`src/rtl/noc_pkg.sv`:
```
// noc_pkg: shared constants, state encoding and flit helpers for the B-tree NoC switch
package noc_pkg;
  localparam int NumPorts = 3;
  localparam int DefLastBit = 31;
  typedef enum logic {IDLE, LOCKED} arbStateT;
  function automatic int addrLsb(input int dataWidth, input int addrWidth);
    return dataWidth - addrWidth;
  endfunction
  // Offset compare stays correct when lo is 0 and the address is narrower than 32 bits
  function automatic logic inRange(input logic [31:0] addr, input logic [31:0] lo, input logic [31:0] hi);
    return (addr - lo) <= (hi - lo);
  endfunction
  function automatic logic [1:0] nextPort(input logic [1:0] p);
    return p == 2'(NumPorts - 1) ? 2'd0 : p + 2'd1;
  endfunction
endpackage

```
`src/rtl/noc_port_arbiter_rr_pick3.sv`:
```
// rr_pick3: combinational 3-way round-robin picker; ptr names the highest-priority port
module rr_pick3 (
  input  logic [2:0] req,
  input  logic [1:0] ptr,
  output logic [2:0] grant
);
  logic [2:0] rot, pick;
  always_comb begin
    rot = ptr == 2'd1 ? {req[0], req[2:1]} : ptr == 2'd2 ? {req[1:0], req[2]} : req;
    pick = rot[0] ? 3'b001 : rot[1] ? 3'b010 : rot[2] ? 3'b100 : 3'b000;
    grant = ptr == 2'd1 ? {pick[1:0], pick[2]} : ptr == 2'd2 ? {pick[0], pick[2:1]} : pick;
  end
endmodule

```
`src/rtl/noc_port_arbiter.sv`:
```
// noc_port_arbiter: round-robin, packet-locking 3:1 arbiter with a registered output flit
module noc_port_arbiter
  import noc_pkg::*;
#(
  parameter int DataWidth = 36,
  parameter int AddrWidth = 4,
  parameter int MatchMin = 0,
  parameter int MatchMax = 0,
  parameter int LastBit = DefLastBit
) (
  input  logic                 i_clk,
  input  logic                 i_reset,
  input  logic [DataWidth-1:0] i_data0,
  input  logic [DataWidth-1:0] i_data1,
  input  logic [DataWidth-1:0] i_data2,
  input  logic                 i_data_valid0,
  input  logic                 i_data_valid1,
  input  logic                 i_data_valid2,
  output logic                 o_data_ready0,
  output logic                 o_data_ready1,
  output logic                 o_data_ready2,
  output logic [DataWidth-1:0] o_data,
  output logic                 o_data_valid,
  input  logic                 i_data_ready,
  output logic [2:0]           o_grant,
  output logic                 o_busy
);
  localparam int AddrLsb = addrLsb(DataWidth, AddrWidth);
  arbStateT state;
  logic [1:0] owner, ptr, accIdx;
  logic [DataWidth-1:0] data [NumPorts];
  logic [2:0] valid, match, req, grant, ready, acc, idleReady;
  logic space;
  assign data = '{i_data0, i_data1, i_data2};
  assign valid = {i_data_valid2, i_data_valid1, i_data_valid0};
  assign req = valid & match;
  // Each port's ready assumes it requests, so ready never depends on its own valid
  for (genvar n = 0; n < NumPorts; n++) begin : g_port
    logic [2:0] cand, candGrant;
    assign match[n] = inRange(32'(data[n][AddrLsb +: AddrWidth]), 32'(MatchMin), 32'(MatchMax));
    assign cand = (req & ~(3'b001 << n)) | (3'(match[n]) << n);
    rr_pick3 uCand (.req(cand), .ptr, .grant(candGrant));
    assign idleReady[n] = candGrant[n];
  end
  rr_pick3 uPick (.req, .ptr, .grant);
  assign space = !o_data_valid || i_data_ready;
  assign ready = (i_reset || !space) ? 3'b000 : state == LOCKED ? 3'b001 << owner : idleReady;
  assign acc = valid & ready;
  assign accIdx = acc[2] ? 2'd2 : acc[1] ? 2'd1 : 2'd0;
  assign {o_data_ready2, o_data_ready1, o_data_ready0} = ready;
  assign o_grant = i_reset ? 3'b000 : state == LOCKED ? 3'b001 << owner : grant;
  assign o_busy = state == LOCKED;
  always_ff @(posedge i_clk or posedge i_reset) begin
    if (i_reset) begin
      state <= IDLE;
      owner <= 2'd0;
      ptr <= 2'd0;
      o_data <= '0;
      o_data_valid <= 1'b0;
    end else if (|acc) begin
      o_data <= data[accIdx];
      o_data_valid <= 1'b1;
      if (data[accIdx][LastBit]) begin
        state <= IDLE;
        ptr <= nextPort(accIdx);
      end else if (state == IDLE) begin
        state <= LOCKED;
        owner <= accIdx;
      end
    end else if (i_data_ready) begin
      o_data_valid <= 1'b0;
    end
  end
endmodule
```
`config.mk`:
```
export PLATFORM = sky130hd
export DESIGN_NAME = noc_port_arbiter
export DESIGN_NICKNAME = d
export VERILOG_FILES = /design/src/rtl/noc_pkg.sv /design/src/rtl/noc_port_arbiter_rr_pick3.sv /design/src/rtl/noc_port_arbiter.sv
export SDC_FILE = /design/constraint.sdc
export NUM_CORES = 1
export LEC_CHECK = 0
export BUFFER_PORTS_ARGS = -buffer_cell sky130_fd_sc_hd__buf_2
export CAP_MARGIN = 20
export CORE_UTILIZATION = 43
export CTS_CLUSTER_SIZE = 12
export DETAILED_ROUTE_END_ITERATION = 8
export GPL_TIMING_DRIVEN = 1
export PLACE_DENSITY = 0.89
export SKIP_LAST_GASP = 1
export SLEW_MARGIN = 5
export SYNTH_ARGS = -nofsm -noshare
export SYNTH_HDL_FRONTEND = slang
export SYNTH_SLANG_ARGS = --single-unit
```
`constraint.sdc`:
```
create_clock -name i_clk -period 3.4 [get_ports i_clk]
set_input_delay 0.68 -clock i_clk [delete_from_list [all_inputs] [get_ports i_clk]]
set_output_delay 0.68 -clock i_clk [all_outputs]
set_load 0.02 [all_outputs]
```
==> reports/metrics.cfg, run 1 <==
[cts]
post-cts-setup-buffers=0
cts_resized=0
tritoncts_num_sinks=42
postCtsHoldBufs=0
worst_skew_pair.late_latency_ns=0.29
cts_root_buf=clkbuf_8
htree_levels=2
tritoncts=yes
tritoncts.num_buffers=5
clk_transition_reported_paths_ns=0.07
clock_tree.buffer_depth=2

[timing]
report.final.hold_viol_count=0
fin_crit_sh_pct=84.3
finalWorstSetupSlack_ns=0.535
timing_max_transition_violations_final=0
clock.fmax_mhz=349
setup_repair_after_global_routing_missed_its_margin=no
worst_pin_slew_ns=0.934
relSlewSlack_pct=37.7
worst_clock_skew_ns=0.00799
timing.final.setup_violations=0
setup-tns-final_ns=0
finalWorstPathRequiredPeriod_ns=2.87

[synthesis]
yosysWarnings=0
synth.top_cells.by_area=dfrtp_1, a31oi_2, a22oi_1, nand2_1, nor2_2
syn-cell-area_um2=2570
synth.net_count=374
synth-edff-count=0
postSynth.asyncResetShare_pct=100
synth.distinct_cells=40
synthesis.instances=260
synth-seq-cells=42
synth_flop_cell=dfrtp_1
synth.avg_cell_area_um2=9.88
yosysTopAreaCell=dfrtp_1
synth-seq-area-share_pct=40.9
synth_largest_type_area_fraction_pct=40.9

[route]
detailedRoute.firstPassIterationCount=4
final_antenna_net_count=0
drt-wirelength-per-cell_um=14.4
drc=0
starting_drc_count_in_detailed_routing=151
routed_via_density=5.38
num_vias=2591
wl_mm=6.95

[global_routing]
global_route.usage.total_pct=22.7
grt_pass1_wl_mm=11.1
grt_max_degree=74
vias_in_the_first_global_route=2483
total_congestion_overflow_after_global_routing=0
antenna_found_initial=0

[min_path]
worst_min_delay_path_class=reg2reg

[setup_path]
worstSetupStartpointType=input pin
setup.worst_path.end_class=register
path_max_fanout=73
worst_ep_required_time_ns=3.58
timing_worst_setup_path_type=in2reg
worst-endpoint-arrival_ns=3.04

[place]
detailedPlace.worstSlack_ns=0.263
half_perimeter_wire_length_after_detailed_placement_mm=5.20
placed_area_um2=3350
portBuffers=157
globalplace.congestion=0.873

[flow_run]
max-cap-violations=0

[die]
core_area_um2=5640
core.rowCount=27
start_util_pct=45.5
io_pins=158
chipHeight_um=79.3
fp.dieW_um=79.3
die_area_um2=6290

[final_layout]
area_of_all_placed_cells_without_fillers_um2=3440
layout-area-overhead-vs-synth_pct=34.0
fraction_of_layout_instances_using_a_drive_strength_above_1_pct=55.1
layout_common_cells=buf_2, dfrtp_1, nand2_1
combined_flip_flop_and_latch_cell_area_um2=1050
layout_commonest_cell=buf_2
fillers=517
n_antenna_cell=0
layout.nets=523
multi_input_comb_area_um2=1380

[pwr]
power.density_cell_area_nw_per_um2=743
irDropWorstVdd_uv=405
cellLeakagePower_uw=0.00157

[run_status]
outcome=finished, final reports clean

[flip-flops by register name, summed over array words and instances (netlist names)]
register / flops
o_data: 36
owner: 2
ptr: 2
o_busy: 1
o_data_valid: 1
[cells by family (layout without fill, tap and decap cells)]
family          count (synthesis)  in the layout  share of synthesized area (%)
compound gates                 92             92                           31.3
simple gates                  102            102                           20.8
buf+inv                        21            171                           5.75
flops                          42             42                           40.9
mux                             3              3                           1.32
[layout make-up]
cell class | count | share of cell area (%)
Multi-Input combinational cell | 197 | 40.1
Sequential cell | 42 | 30.5
Timing Repair Buffer | 162 | 23.9
Tap cell | 72 | 2.62
Clock buffer | 6 | 2.40
Clock inverter | 2 | 0.364
Inverter | 1 | 0.109
[worst max-delay path, cell delays in order]
cell	delay, ns
buf_2	0.11
or4_1	0.53
o21ai_1	0.14
o311a_1	0.26
and2_1	0.19
a211o_4	0.70
o21ai_1	0.15
a21bo_1	0.22
[report_power, final]
part / internal (µW) / switching, µW / total, µW
registers: 740 / 169 / 909
clock network: 163 / 165 / 328
logic: 525 / 795 / 1320
total: 1430 / 1130 / 2560
[metrics by stage]
step | total power (µW) | hold WS (ns) | util [%] | std cells
after floorplan | 1860 | 0.467 | - | 260
after global placement | 2200 | 0.486 | 59.3 | 474
after detailed placement | 2250 | 0.489 | 59.3 | 474
after CTS | 2590 | 0.517 | 61.0 | 482
after global routing | 2740 | 0.552 | 61.0 | 482
final | 2560 | 0.514 | 61.0 | 482
[routing by layer]
| metal | track usage, % | wire length (µm) |
|---|---|---|
| met1 | 27.4 | 2870 |
| met2 | 40.7 | 3520 |
| met3 | 4.94 | 474 |
| met4 | 6.00 | 81 |
| met5 | 0 | 0 |
[cells in the mapped netlist, types with 2 or more instances]
| library cell | n |
|---|---|
| a21oi_1 | 2 |
| mux2_1 | 2 |
| buf_6 | 9 |
| nand3b_1 | 2 |
| nor2_1 | 19 |
| nand2_1 | 38 |
| nand3_1 | 3 |
| a32oi_1 | 2 |
| nand2b_1 | 3 |
| dfrtp_1 | 42 |
| nor4_2 | 3 |
| nor2b_1 | 2 |
| a22oi_1 | 36 |
| a31oi_2 | 24 |
| clkbuf_1 | 10 |
| and2_1 | 6 |
| nor2_2 | 21 |
| a31oi_1 | 13 |
| o21ai_1 | 2 |
[final timing paths]
| path | startpoint | endpoint | slack [ns] | cells after the start |
|---|---|---|---|---|
| setup / recovery | i_data2[34] | ptr[1] | 0.53 | 8 |
| hold / removal | o_data_valid | o_data_valid | 0.51 | 2 |
| setup reg to reg | o_busy | ptr[1] | 0.61 | 5 |
| hold reg to reg | o_data_valid | o_data_valid | 0.51 | 2 |
| max in group asynchronous | i_reset | o_data[29] | 2.49 | 3 |
| min in group asynchronous | i_reset | o_data[5] | 0.56 | 3 |
Note: power is estimated with default switching activity, not from simulation.
==> run 2: changes to the inputs <==
--- a/config.mk
+++ b/config.mk
@@ -7,11 +7,11 @@
 export LEC_CHECK = 0
 export BUFFER_PORTS_ARGS = -buffer_cell sky130_fd_sc_hd__buf_2
 export CAP_MARGIN = 20
-export CORE_UTILIZATION = 43
+export CORE_UTILIZATION = 39
 export CTS_CLUSTER_SIZE = 12
 export DETAILED_ROUTE_END_ITERATION = 8
 export GPL_TIMING_DRIVEN = 1
-export PLACE_DENSITY = 0.89
+export PLACE_DENSITY = 0.86
 export SKIP_LAST_GASP = 1
 export SLEW_MARGIN = 5
 export SYNTH_ARGS = -nofsm -noshare
==> constraint.sdc (replaced) <==
create_clock -name i_clk -period 2.3 [get_ports i_clk]
set_input_delay 0.46 -clock i_clk [delete_from_list [all_inputs] [get_ports i_clk]]
set_output_delay 0.46 -clock i_clk [all_outputs]
set_load 0.02 [all_outputs]
==> reports/metrics.cfg, run 2 (synthesis results as in run 1) <==
[final_layout]
layout_common_cells=buf_2, dfrtp_1, nand2_1  ; unchanged
layout_commonest_cell=buf_2  ; unchanged
combined_flip_flop_and_latch_cell_area_um2=1050  ; unchanged
layout-area-overhead-vs-synth_pct=65.3  ; was 34.0%
fraction_of_layout_instances_using_a_drive_strength_above_1_pct=64.7  ; was 55.1%
finalCoreUtilization_pct=66.9  ; was 61.0%
layout.nets=564  ; was 523
largest_register_ffs=36  ; unchanged
fillers=507  ; was 517
n_antenna_cell=0  ; unchanged
multi_input_comb_area_um2=1650  ; was 1380 µm²
max_flop_register=o_data  ; unchanged
layout_top_registers=o_data: 36 flops, owner: 2 flops, ptr: 2 flops  ; unchanged

[timing]
fin_crit_sh_pct=101
worst_pin_slew_ns=0.550  ; was 0.934 ns
setup_repair_after_global_routing_missed_its_margin=yes  ; was no
timing_max_transition_violations_final=0  ; unchanged
worst_clock_skew_ns=0.00948  ; was 0.00799 ns
finalWorstPathRequiredPeriod_ns=2.31
relSlewSlack_pct=63.4  ; was 37.7%
hold_ws_ns=0.378  ; was 0.514 ns
clock.fmax_mhz=433
timing.final.setup_violations=1  ; was 0
report.final.hold_viol_count=0  ; unchanged
finalWorstSetupSlack_ns=-0.0118  ; was 0.535 ns

[setup_path]
worst_ep_required_time_ns=2.47  ; was 3.58 ns
worstSetupStartpointType=input pin  ; unchanged
path_max_fanout=8  ; was 73
crit_path_start=i_data0[35]  ; was i_data2[34]
rrSetupSlack_ns=0.12  ; was 0.61 ns
setup.worst_path.end_class=register  ; unchanged
ff2ff_path_depth=7  ; was 5
timing_worst_setup_path_type=in2reg  ; unchanged
rr_endpoint=owner[1]  ; was ptr[1]
worst-endpoint-arrival_ns=2.48  ; was 3.04 ns
start_of_the_worst_register_to_register_path=ptr[1]  ; was o_busy

[global_routing]
antenna_found_initial=0  ; unchanged
global_route.usage.total_pct=22.5  ; was 22.7%
grt_pass1_wl_mm=12.7  ; was 11.1 mm
vias_in_the_first_global_route=2728  ; was 2,483
total_congestion_overflow_after_global_routing=0  ; unchanged
grt_max_degree=43  ; was 74

[place]
globalplace.congestion=0.854  ; was 0.873
half_perimeter_wire_length_after_detailed_placement_mm=5.92  ; was 5.20 mm
portBuffers=157  ; unchanged

[route]
detailedRoute.firstPassIterationCount=5  ; was 4
final_antenna_net_count=0  ; unchanged
drc=0  ; unchanged
starting_drc_count_in_detailed_routing=118  ; was 151
routed_via_density=5.39  ; was 5.38
num_vias=2839  ; was 2,591
drt-wirelength-per-cell_um=16.5  ; was 14.4 µm
wl_mm=8.68  ; was 6.95 mm

[cts]
tritoncts_num_sinks=42  ; unchanged
clk_transition_reported_paths_ns=0.07  ; about the same
clock_tree.buffer_depth=2  ; unchanged
postCtsHoldBufs=0  ; unchanged
htree_levels=2  ; unchanged
worst_skew_pair.late_latency_ns=0.28  ; was 0.29 ns
tritoncts=yes  ; unchanged
tritoncts.num_buffers=5  ; unchanged
cts_root_buf=clkbuf_8  ; unchanged

[die]
start_util_pct=40.5  ; was 45.5%
core.rowCount=29  ; was 27
die_area_um2=6910  ; was 6290 µm²
io_pins=158  ; unchanged
chipHeight_um=83.2  ; was 79.3 µm
fp.dieW_um=83.2  ; was 79.3 µm
core_area_um2=6350  ; was 5640 µm²

[flow_run]
max-cap-violations=0  ; unchanged

[pwr]
cellLeakagePower_uw=0.00192  ; was 0.00157 µW
switching_power_uw=1980  ; was 1130 µW
netSwitchingFraction_pct=42.6  ; was 44.2%
power_frac_seq_pct=30.7  ; was 35.5%
power.density_cell_area_nw_per_um2=1100  ; was 743 nW/µm²
power.internal_uw=2670  ; was 1430 µW
report.power.total_uw=4660  ; was 2560 µW
power.share.combinational_pct=56.7  ; was 51.6%
irDropWorstVdd_uv=631  ; was 405 µV
clock_power_share_pct=12.6  ; was 12.8%

[run_status]
outcome=finished with violations  ; was finished, final reports clean
failing_checks=negative setup slack

[min_path]
worst_min_delay_path_class=in2async  ; was reg2reg

run 2: worst max path at each step:
stage	depth (start not counted)	endpoint	slack (ns)
after floorplan	7	owner[0]	-0.39
after global placement	9	o_data[35]	-0.23
after CTS	12	o_data[33]	-0.01
after detailed placement	9	o_data[33]	-0.27
final	9	ptr[0]	-0.01
after global routing	12	ptr[0]	-0.05
run 2: per-layer routing:
layer | share of wire (%) | GRT usage (%) | up-vias
met4 | 0.71 | 4.39 | 0
met2 | 55 | 41.5 | 109
li1 | - | - | 1351
met5 | 0 | 0 | -
met3 | 5.0 | 4.17 | 6
met1 | 39 | 27.3 | 1373
run 2: stage by stage:
step	setup slack, ns	cell area (µm²)	cells	setup TNS (ns)
after global routing	-0.0514	4250	527	-0.495
final	-0.0118	4250	527	-0.0118
after CTS	-0.0124	3890	514	-0.0204
after floorplan	-0.393	2740	260	-15.37
after detailed placement	-0.270	3730	504	-9.40
after global placement	-0.233	3730	504	-8.80
run 2: critical path: stages:
cell and delay [ns]:
buf_2 0.12, nor4_4 0.40, a32oi_1 0.20, o311a_4 0.36
and2_4 0.16, a211o_4 0.41, clkbuf_16 0.20, a21oi_2 0.12
nor2_1 0.05
run 2: power by group through the flow:
stage	Clock (µW)	Combinational [µW]	Sequential (µW)
finish	588	2640	1430
global route	644	2810	1470
CTS	609	2300	1400
detailed placement	0	2270	1410
global placement	0	2210	1390
floorplan	0	1210	1780
run 2: final cells by class:
class,count,area share [%]
flip-flops and latches,42,24.7
repair buffers,202,31.2
multi-input cells,198,39.0
clock buffers,6,1.94
clock inverters,1,0.707
inverters,1,0.177
well taps,77,2.27
run 2: timing repair:
action                                  4_1_cts  5_1_grt
buffers inserted                              3        2
resized for setup                             5       31
endpoints found under the setup margin        1       44
pin swaps                                     3       14
gates cloned                                  0       11
